$ cat src/rtl/shift_arbiter.sv
// Round-robin arbiter sharing one arithmetic right shifter across NUM_REQ requesters, with a
// single registered output slot. Define SHIFT_ARB_ROUND_EN to round half-up instead of truncating.
module shift_arbiter #(
    parameter int DATA_BITS = 48,
    parameter int SHIFT_W   = 5,
    parameter int NUM_REQ   = 4,
    parameter int ID_W      = 2
) (
    input  logic                         clk,
    input  logic                         rstn,
    input  logic [NUM_REQ-1:0]           req_valid,
    output logic [NUM_REQ-1:0]           req_ready,
    input  logic [NUM_REQ*DATA_BITS-1:0] req_data,
    input  logic [NUM_REQ*SHIFT_W-1:0]   req_shift,
    output logic                         out_valid,
    input  logic                         out_ready,
    output logic [DATA_BITS-1:0]         out_data,
    output logic [ID_W-1:0]              out_id,
    output logic                         out_range_err
);

    localparam int SHIFT_MIN = 5;
    localparam int SHIFT_MAX = 25;

    logic                        out_valid_q, out_valid_d;
    logic signed [DATA_BITS-1:0] out_data_q, out_data_d;
    logic [ID_W-1:0]             out_id_q, out_id_d;
    logic                        out_err_q, out_err_d;
    logic [ID_W-1:0]             rr_ptr_q, rr_ptr_d;

    logic                        slot_free;
    logic                        gnt_found;
    logic [ID_W-1:0]             gnt_idx;
    logic                        accept;
    logic signed [DATA_BITS-1:0] sel_data;
    logic [SHIFT_W-1:0]          sel_shift;
    logic                        range_ok;

    function automatic logic shift_in_range(input logic [SHIFT_W-1:0] n);
        return (n >= SHIFT_W'(SHIFT_MIN)) && (n <= SHIFT_W'(SHIFT_MAX));
    endfunction

    // Only meaningful for in-range n; out-of-range results are forced to zero by the caller.
    function automatic logic signed [DATA_BITS-1:0] shift_op(
        input logic signed [DATA_BITS-1:0] op,
        input logic [SHIFT_W-1:0]          n
    );
`ifdef SHIFT_ARB_ROUND_EN
        logic signed [DATA_BITS:0] ext;
        logic signed [DATA_BITS:0] bias;
        logic signed [DATA_BITS:0] sum;
        ext  = {op[DATA_BITS-1], op};
        bias = {{DATA_BITS{1'b0}}, 1'b1} << (n - 1'b1);
        sum  = ext + bias;
        sum  = sum >>> n;
        return sum[DATA_BITS-1:0];
`else
        return op >>> n;
`endif
    endfunction

    assign slot_free = !out_valid_q || out_ready;
    assign accept    = slot_free && gnt_found;

    // Circular search starting at rr_ptr_q; first valid requester wins.
    always_comb begin
        logic [ID_W-1:0] cand;
        int              pos;
        gnt_found = 1'b0;
        gnt_idx   = '0;
        cand      = '0;
        pos       = 0;
        for (int k = 0; k < NUM_REQ; k++) begin
            pos = int'(rr_ptr_q) + k;
            if (pos >= NUM_REQ) begin
                pos = pos - NUM_REQ;
            end
            cand = ID_W'(pos);
            if (!gnt_found && req_valid[cand]) begin
                gnt_found = 1'b1;
                gnt_idx   = cand;
            end
        end
    end

    always_comb begin
        req_ready = '0;
        if (rstn && accept) begin
            req_ready[gnt_idx] = 1'b1;
        end
    end

    assign sel_data  = req_data[int'(gnt_idx)*DATA_BITS +: DATA_BITS];
    assign sel_shift = req_shift[int'(gnt_idx)*SHIFT_W +: SHIFT_W];
    assign range_ok  = shift_in_range(sel_shift);

    always_comb begin
        out_valid_d = out_valid_q;
        out_data_d  = out_data_q;
        out_id_d    = out_id_q;
        out_err_d   = out_err_q;
        rr_ptr_d    = rr_ptr_q;
        if (accept) begin
            out_valid_d = 1'b1;
            out_data_d  = range_ok ? shift_op(sel_data, sel_shift) : '0;
            out_id_d    = gnt_idx;
            out_err_d   = !range_ok;
            rr_ptr_d    = (gnt_idx == ID_W'(NUM_REQ - 1)) ? '0 : gnt_idx + 1'b1;
        end else if (out_ready) begin
            out_valid_d = 1'b0;
        end
    end

    always_ff @(posedge clk or negedge rstn) begin
        if (!rstn) begin
            out_valid_q <= 1'b0;
            out_data_q  <= '0;
            out_id_q    <= '0;
            out_err_q   <= 1'b0;
            rr_ptr_q    <= '0;
        end else begin
            out_valid_q <= out_valid_d;
            out_data_q  <= out_data_d;
            out_id_q    <= out_id_d;
            out_err_q   <= out_err_d;
            rr_ptr_q    <= rr_ptr_d;
        end
    end

    assign out_valid     = out_valid_q;
    assign out_data      = out_data_q;
    assign out_id        = out_id_q;
    assign out_range_err = out_err_q;

endmodule

$ cat config.mk
export PLATFORM = sky130hd
export DESIGN_NAME = shift_arbiter
export DESIGN_NICKNAME = d
export VERILOG_FILES = /design/src/rtl/shift_arbiter.sv
export SDC_FILE = /design/constraint.sdc
export NUM_CORES = 1
export LEC_CHECK = 0
export ABC_AREA = 1
export CORE_ASPECT_RATIO = 0.75
export CORE_MARGIN = 2
export CORE_UTILIZATION = 40
export DETAILED_ROUTE_END_ITERATION = 10
export PLACE_DENSITY = 0.76
export SYNTH_ARGS = -nofsm -noshare
export SYNTH_HDL_FRONTEND = slang
export SYNTH_SLANG_ARGS = --single-unit
export TNS_END_PERCENT = 1
$ cat constraint.sdc
create_clock -name clk -period 2.38 [get_ports clk]
set_input_delay 0.476 -clock clk [delete_from_list [all_inputs] [get_ports clk]]
set_output_delay 0.476 -clock clk [all_outputs]
set_load 0.03 [all_outputs]
==> After elaboration in Yosys (flattened, before gate mapping) <==
Cells that the tools add are included.
{ "totals": {"reg_bits": 54, "input_bits": 219, "output_inout_bits": 56, "elab_cells": 72} }
{ "classes": {"addsub": 8, "n_mul": 2, "order_cmp": 12, "n_eq_ne": 1, "n_shift": 3, "muxes": 27, "reduce_logical": 14} }
{ "op_table": {"columns": ["cell", "n"], "rows": [
  ["indexed part select 192 x 9 -> 48 bit", 1],
  ["2-to-1 mux 48 bit", 1],
  [">>> shifter 48 x 5 -> 48 bit", 1],
  ["indexed part select 20 x 6 -> 5 bit", 1],
  ["2-to-1 mux 2 bit", 9],
  ["less-than comparator 2 x 3 -> 1 bit, second input constant", 5],
  ["2-to-1 mux 1 bit", 11],
  ["greater-or-equal comparator 3 bit, second input constant", 3],
  ["binary-select mux 1 bit (select 2 bit)", 4],
  ["subtractor 2 x 1 -> 2 bit, second input constant", 4],
  ["logical AND 1 bit", 7],
  ["adder 2 x 2 -> 3 bit, second input constant", 2],
  ["greater-or-equal comparator 5 x 3 -> 1 bit, second input constant", 1],
  ["less-or-equal comparator 5 bit, second input constant", 1],
  ["logical NOT 1 bit", 5],
  ["multiplier 2 x 3 -> 5 bit, second input constant", 1],
  ["multiplier 2 x 2 -> 4 bit, second input constant", 1],
  ["2-to-1 mux 4 bit", 1],
  ["adder 2 x 1 -> 3 bit, second input constant", 1],
  ["greater-or-equal comparator 2 x 3 -> 1 bit, second input constant", 1],
  ["adder 2 x 1 -> 2 bit, second input constant", 1],
  ["demux 1 bit (select 2 bit)", 1],
  ["equality test 2 bit, second input constant", 1],
  ["greater-or-equal comparator 2 x 1 -> 1 bit, second input constant", 1],
  ["other kinds (2)", 2]
]} }

==> Logic depth before layout (Yosys ltp) <==
{ "depth": {"word_depth": 19, "ltp_mapped": 28, "mapped_depth_nobuf": 24} }

==> Least setup slack after synthesis <==
OpenSTA, ideal clock, no wires.
{ "synth_path": {"kind": "flip-flop to output port", "start": "register rr_ptr_q[0]", "end": "output port req_ready[0]", "arrival_time_ps": 2401, "required_time_ps": 1904, "setup_slack_ps": -497, "path_stages_with_launch": 16, "n_path_buf": 4, "cell_sequence": "dfrtp_1 -> buf_6 -> inv_4 -> nand2_1 -> nand2_2 -> nand2_1 -> nand2_1 -> nor2_4 -> nand3_4 -> buf_2 -> buf_2 -> nand2_1 -> buf_2 -> inv_1 -> nand2_1 -> nor2_1"} }
{ "synth_via": {"elab_chain_len": 19, "word_cells_on_any_way": 45, "cone_classes": "add/sub: 7; order compare: 6; mux: 23; reduce/logical: 9"} }
{ "synth_rtl": {"columns": ["element", "line", "source"], "rows": [
  ["from (decl)", "29", "logic [ID_W-1:0] rr_ptr_q, rr_ptr_d;"],
  ["from (signal assigned)", "126", "rr_ptr_q <= rr_ptr_d;"],
  ["branches (longest 18 deep; another with adder 2 x 1 -> 3 bit)", null, null],
  ["2-to-1 mux 4 bit (*)", "88", "if (rstn && accept) begin"],
  ["to (decl)", "12", "output logic [NUM_REQ-1:0] req_ready,"]
]} }
Every way passes the cells marked *. The select of a mux whose other input is x is not followed.

==> Final worst setup path <==
{ "layout_path": {"start": "register rr_ptr_q[0]", "end": "register out_data_q[3], in the netlist out_data[3]"} }
{ "layout_via": {"elab_chain_len": 19, "word_cells_on_any_way": 47, "cone_classes": "add/sub: 7; mul: 2; order compare: 6; shift: 3; mux: 21; reduce/logical: 8"} }
{ "layout_rtl": {"columns": ["element", "line", "source"], "rows": [
  ["branches (longest 19 deep; another with adder 2 x 1 -> 3 bit)", null, null],
  ["to (signal assigned)", "123", "out_data_q <= out_data_d;"],
  ["to (decl)", "26", "logic signed [DATA_BITS-1:0] out_data_q, out_data_d;"]
]} }
Parallel ways; which one is timed is not known. The select of a mux whose other input is x is not followed.
A chain may end at the register's enable or synchronous reset.

==> reports/qor.yml <==
grt:
  first_global_vias: 10180
  grt_max_degree: 55
  grt_pass1_wl_um: 51720
  antenna_found_initial: 0
  grt_use_total_pct: 31.38
  grt-ovfl-total: 0
cts:
  ctsLongestPathBuffers: 2
  htreeDepth: 2
  clock-sinks: 54
  clkLatencyLatePin_ns: 0.31
  cts_tree: "built"
  cts_buffers: 5
  clkSlewWorstSetupHoldPaths_ns: 0.08
  cts_hold_buf: 0
  cts_root_buf: "clkbuf_16"
setup_path:
  crit_fanout: 12
  crit_required_ns: 2.59
  start_kind: "flip-flop"
  path_class: "reg -> reg"
  critPathArrivalTime_ns: 3.23
  cp-end-kind: "flip-flop"
final_layout:
  antenna_cells: 0
  num-nets-final: 2029
  n_fill_cell: 1807
  drive_gt1_share_pct: 15.22
  layout.cells.most_common: "nand2_1"
  post-route-util_pct: 63.64
  final_cell_mix: "nand2_1, nand3_1, clkdlybuf4s50_1"
  syn_to_final_growth_pct: 57.02
routing:
  viasPerCell: 5.335
  routed_wl_um: 32980
  met3WireLength_um: 3412
  ant_nets: 0
  dr.first_iter.drc_count: 972
  wl_met1_um: 14150
  met2_length_um: 14550
  wire_per_inst_um: 16.01
  num_vias: 10990
  drtPass1Iterations: 8
  drc: 0
  topRoutingLayerUsed: "met4"
sta:
  worst_pin_slew_ns: 0.7225
  slew_headroom_pct: 51.83
  fmax_mhz: 330.6
  grt_setup_unrepaired: "yes"
  period_share_pct: 127.1
  skew_ns: 0.01376
  setup_ws_ns: -0.6448
  drv_slew: 0
  finalHoldViolations: 0
  fin_crit_ns: 3.025
  final-setup-viol-count: 53
logic_synthesis:
  yosysTopAreaCell: "nand2_1"
  postSynthNetCount: 1736
  synth-compound-area-share_pct: 1.044
  synth_top_family_by_area: "simple AND/OR/NAND/NOR gates"
  netlist_instances: 1513
  yosys-top-cells-area: "nand2_1, nand3_1, dfrtp_1, inv_1, nand4_1"
  muxShareOfSynthArea_pct: 0
  ys_ff_latch: 54
  synth_cell_types: 28
  syn_area_sq_mm: 0.007787
  synth_xor_area_share_pct: 0
  synth_fa_ha_area_share_pct: 0.6427
  synth_top_area_share_pct: 31.91
  synthSimpleGateAreaFrac_pct: 64.24
  synth.avg_cell_area_sq_um: 5.147
  yosysWarningCount: 0
  yosysSeqAreaShare_pct: 17.35
run:
  max_cap_violations: 0
placement:
  hpwl_um: 25710
  portBuffers: 270
  gp_congestion: 0.9630
floorplan:
  core_sq_mm: 0.01921
  die_h_um: 124.8
  placementRows: 44
  die_area_sq_mm: 0.02061
  die_w_um: 165.1
  ios: 275
  initial_core_util_pct: 40.53
hold_path:
  hold_path_class: "in -> async"
run_status:
  violations: "negative setup slack"
  status: "finished, violations left"
==> final timing paths <==
path	startpoint	end	slack, ns	depth (start not counted)
min in group clk	out_data[31]	out_data[31]	0.48	2
max in group asynchronous	rstn	rr_ptr_q[0]	1.51	2
min	rstn	out_data[3]	0.36	2
max reg2reg	rr_ptr_q[0]	out_data[3]	-0.64	24
min reg2reg	out_data[31]	out_data[31]	0.48	2
max	rr_ptr_q[0]	out_data[3]	-0.64	24
==> final cells by class <==
| type | count | area (sq um) | share of cell area [%] |
|---|---|---|---|
| Multi-Input combinational cell | 1155 | 5688 | 46.52 |
| Timing Repair Buffer | 381 | 3896 | 31.86 |
| Sequential cell | 54 | 1354 | 11.07 |
| Inverter | 208 | 818.3 | 6.692 |
| Tap cell | 253 | 316.6 | 2.589 |
| Clock buffer | 5 | 125.1 | 1.023 |
| Clock inverter | 3 | 23.77 | 0.1944 |
| Timing Repair inverter | 1 | 6.256 | 0.05116 |
==> flip-flops by register name, summed over array words and instances (netlist names) <==
name,count
out_data,48
out_id,2
out_range_err,1
out_valid,1
rr_ptr_q,2
==> critical path, cell delays in order (launching register included) <==
cell	delay (ns)
dfrtp_2	0.40
buf_8	0.16
clkinv_8	0.08
nand2_4	0.06
nand2_4	0.08
nand2_2	0.08
nand2_2	0.06
nand2_4	0.09
nand2_4	0.05
nand2_4	0.09
nand3_4	0.18
buf_12	0.19
nand2_2	0.07
nand2_2	0.06
nand2_2	0.08
nand2_4	0.08
bufbuf_16	0.29
nand2_1	0.06
nand2_1	0.09
nand2_1	0.10
nand3_1	0.14
nand3_1	0.16
nand3_1	0.11
nand2_1	0.09
nand2_1	0.05
==> synthesized netlist by cell type, drive strengths merged <==
library cell	n
nor3	1
o21ai	10
ha	4
a31oi	1
or2	2
a21oi	2
nor2	55
nand4	67
o211ai	1
buf	63
nand2	672
clkbuf	33
nand3	340
inv	208
dfrtp	54
==> routing by layer <==
metal  track usage (%)  vias to the layer above
met4             8.031                        0
met5                 0                        -
met2             49.39                      605
met3             6.793                       73
li1                  -                     5340
met1             43.39                     4972
==> cells by family (layout without fill, tap and decap cells) <==
logic type               after synthesis  count (layout)
flip-flops                            54              54
AND/OR/NAND/NOR                     1137            1137
adder cells (fa/ha/maj)                4               4
buffers and inverters                304             598
AO/OA/AOI/OAI                         14              14
==> stage by stage <==
step / hold WS, ns / cell area (sq um) / setup WS (ns) / std cells / setup TNS (ns)
6_report: 0.3612 / 12230 / -0.6448 / 2060 / -30.87
5_1_grt: 0.4369 / 12230 / -0.8120 / 2060 / -40.05
4_1_cts: 0.4034 / 11810 / -0.5610 / 2054 / -25.98
3_5_place_dp: 0.4652 / 11270 / -1.010 / 2036 / -49.90
3_3_place_gp: 0.4661 / 11270 / -0.9644 / 2036 / -46.96
2_1_floorplan: 0.1804 / 7923 / -0.08291 / 1513 / -3.249
==> repair_timing <==
action	CTS	global route
endpoints found under the hold margin	0	0
resized for setup	66	96
gates cloned	4	2
pin swaps	15	28
setup buffers	6	6
endpoints found under the setup margin	57	57
Power is left out: the tool's default activity adds up to more than one toggle a clock period on the data nets, which glitch-free logic cannot reach.
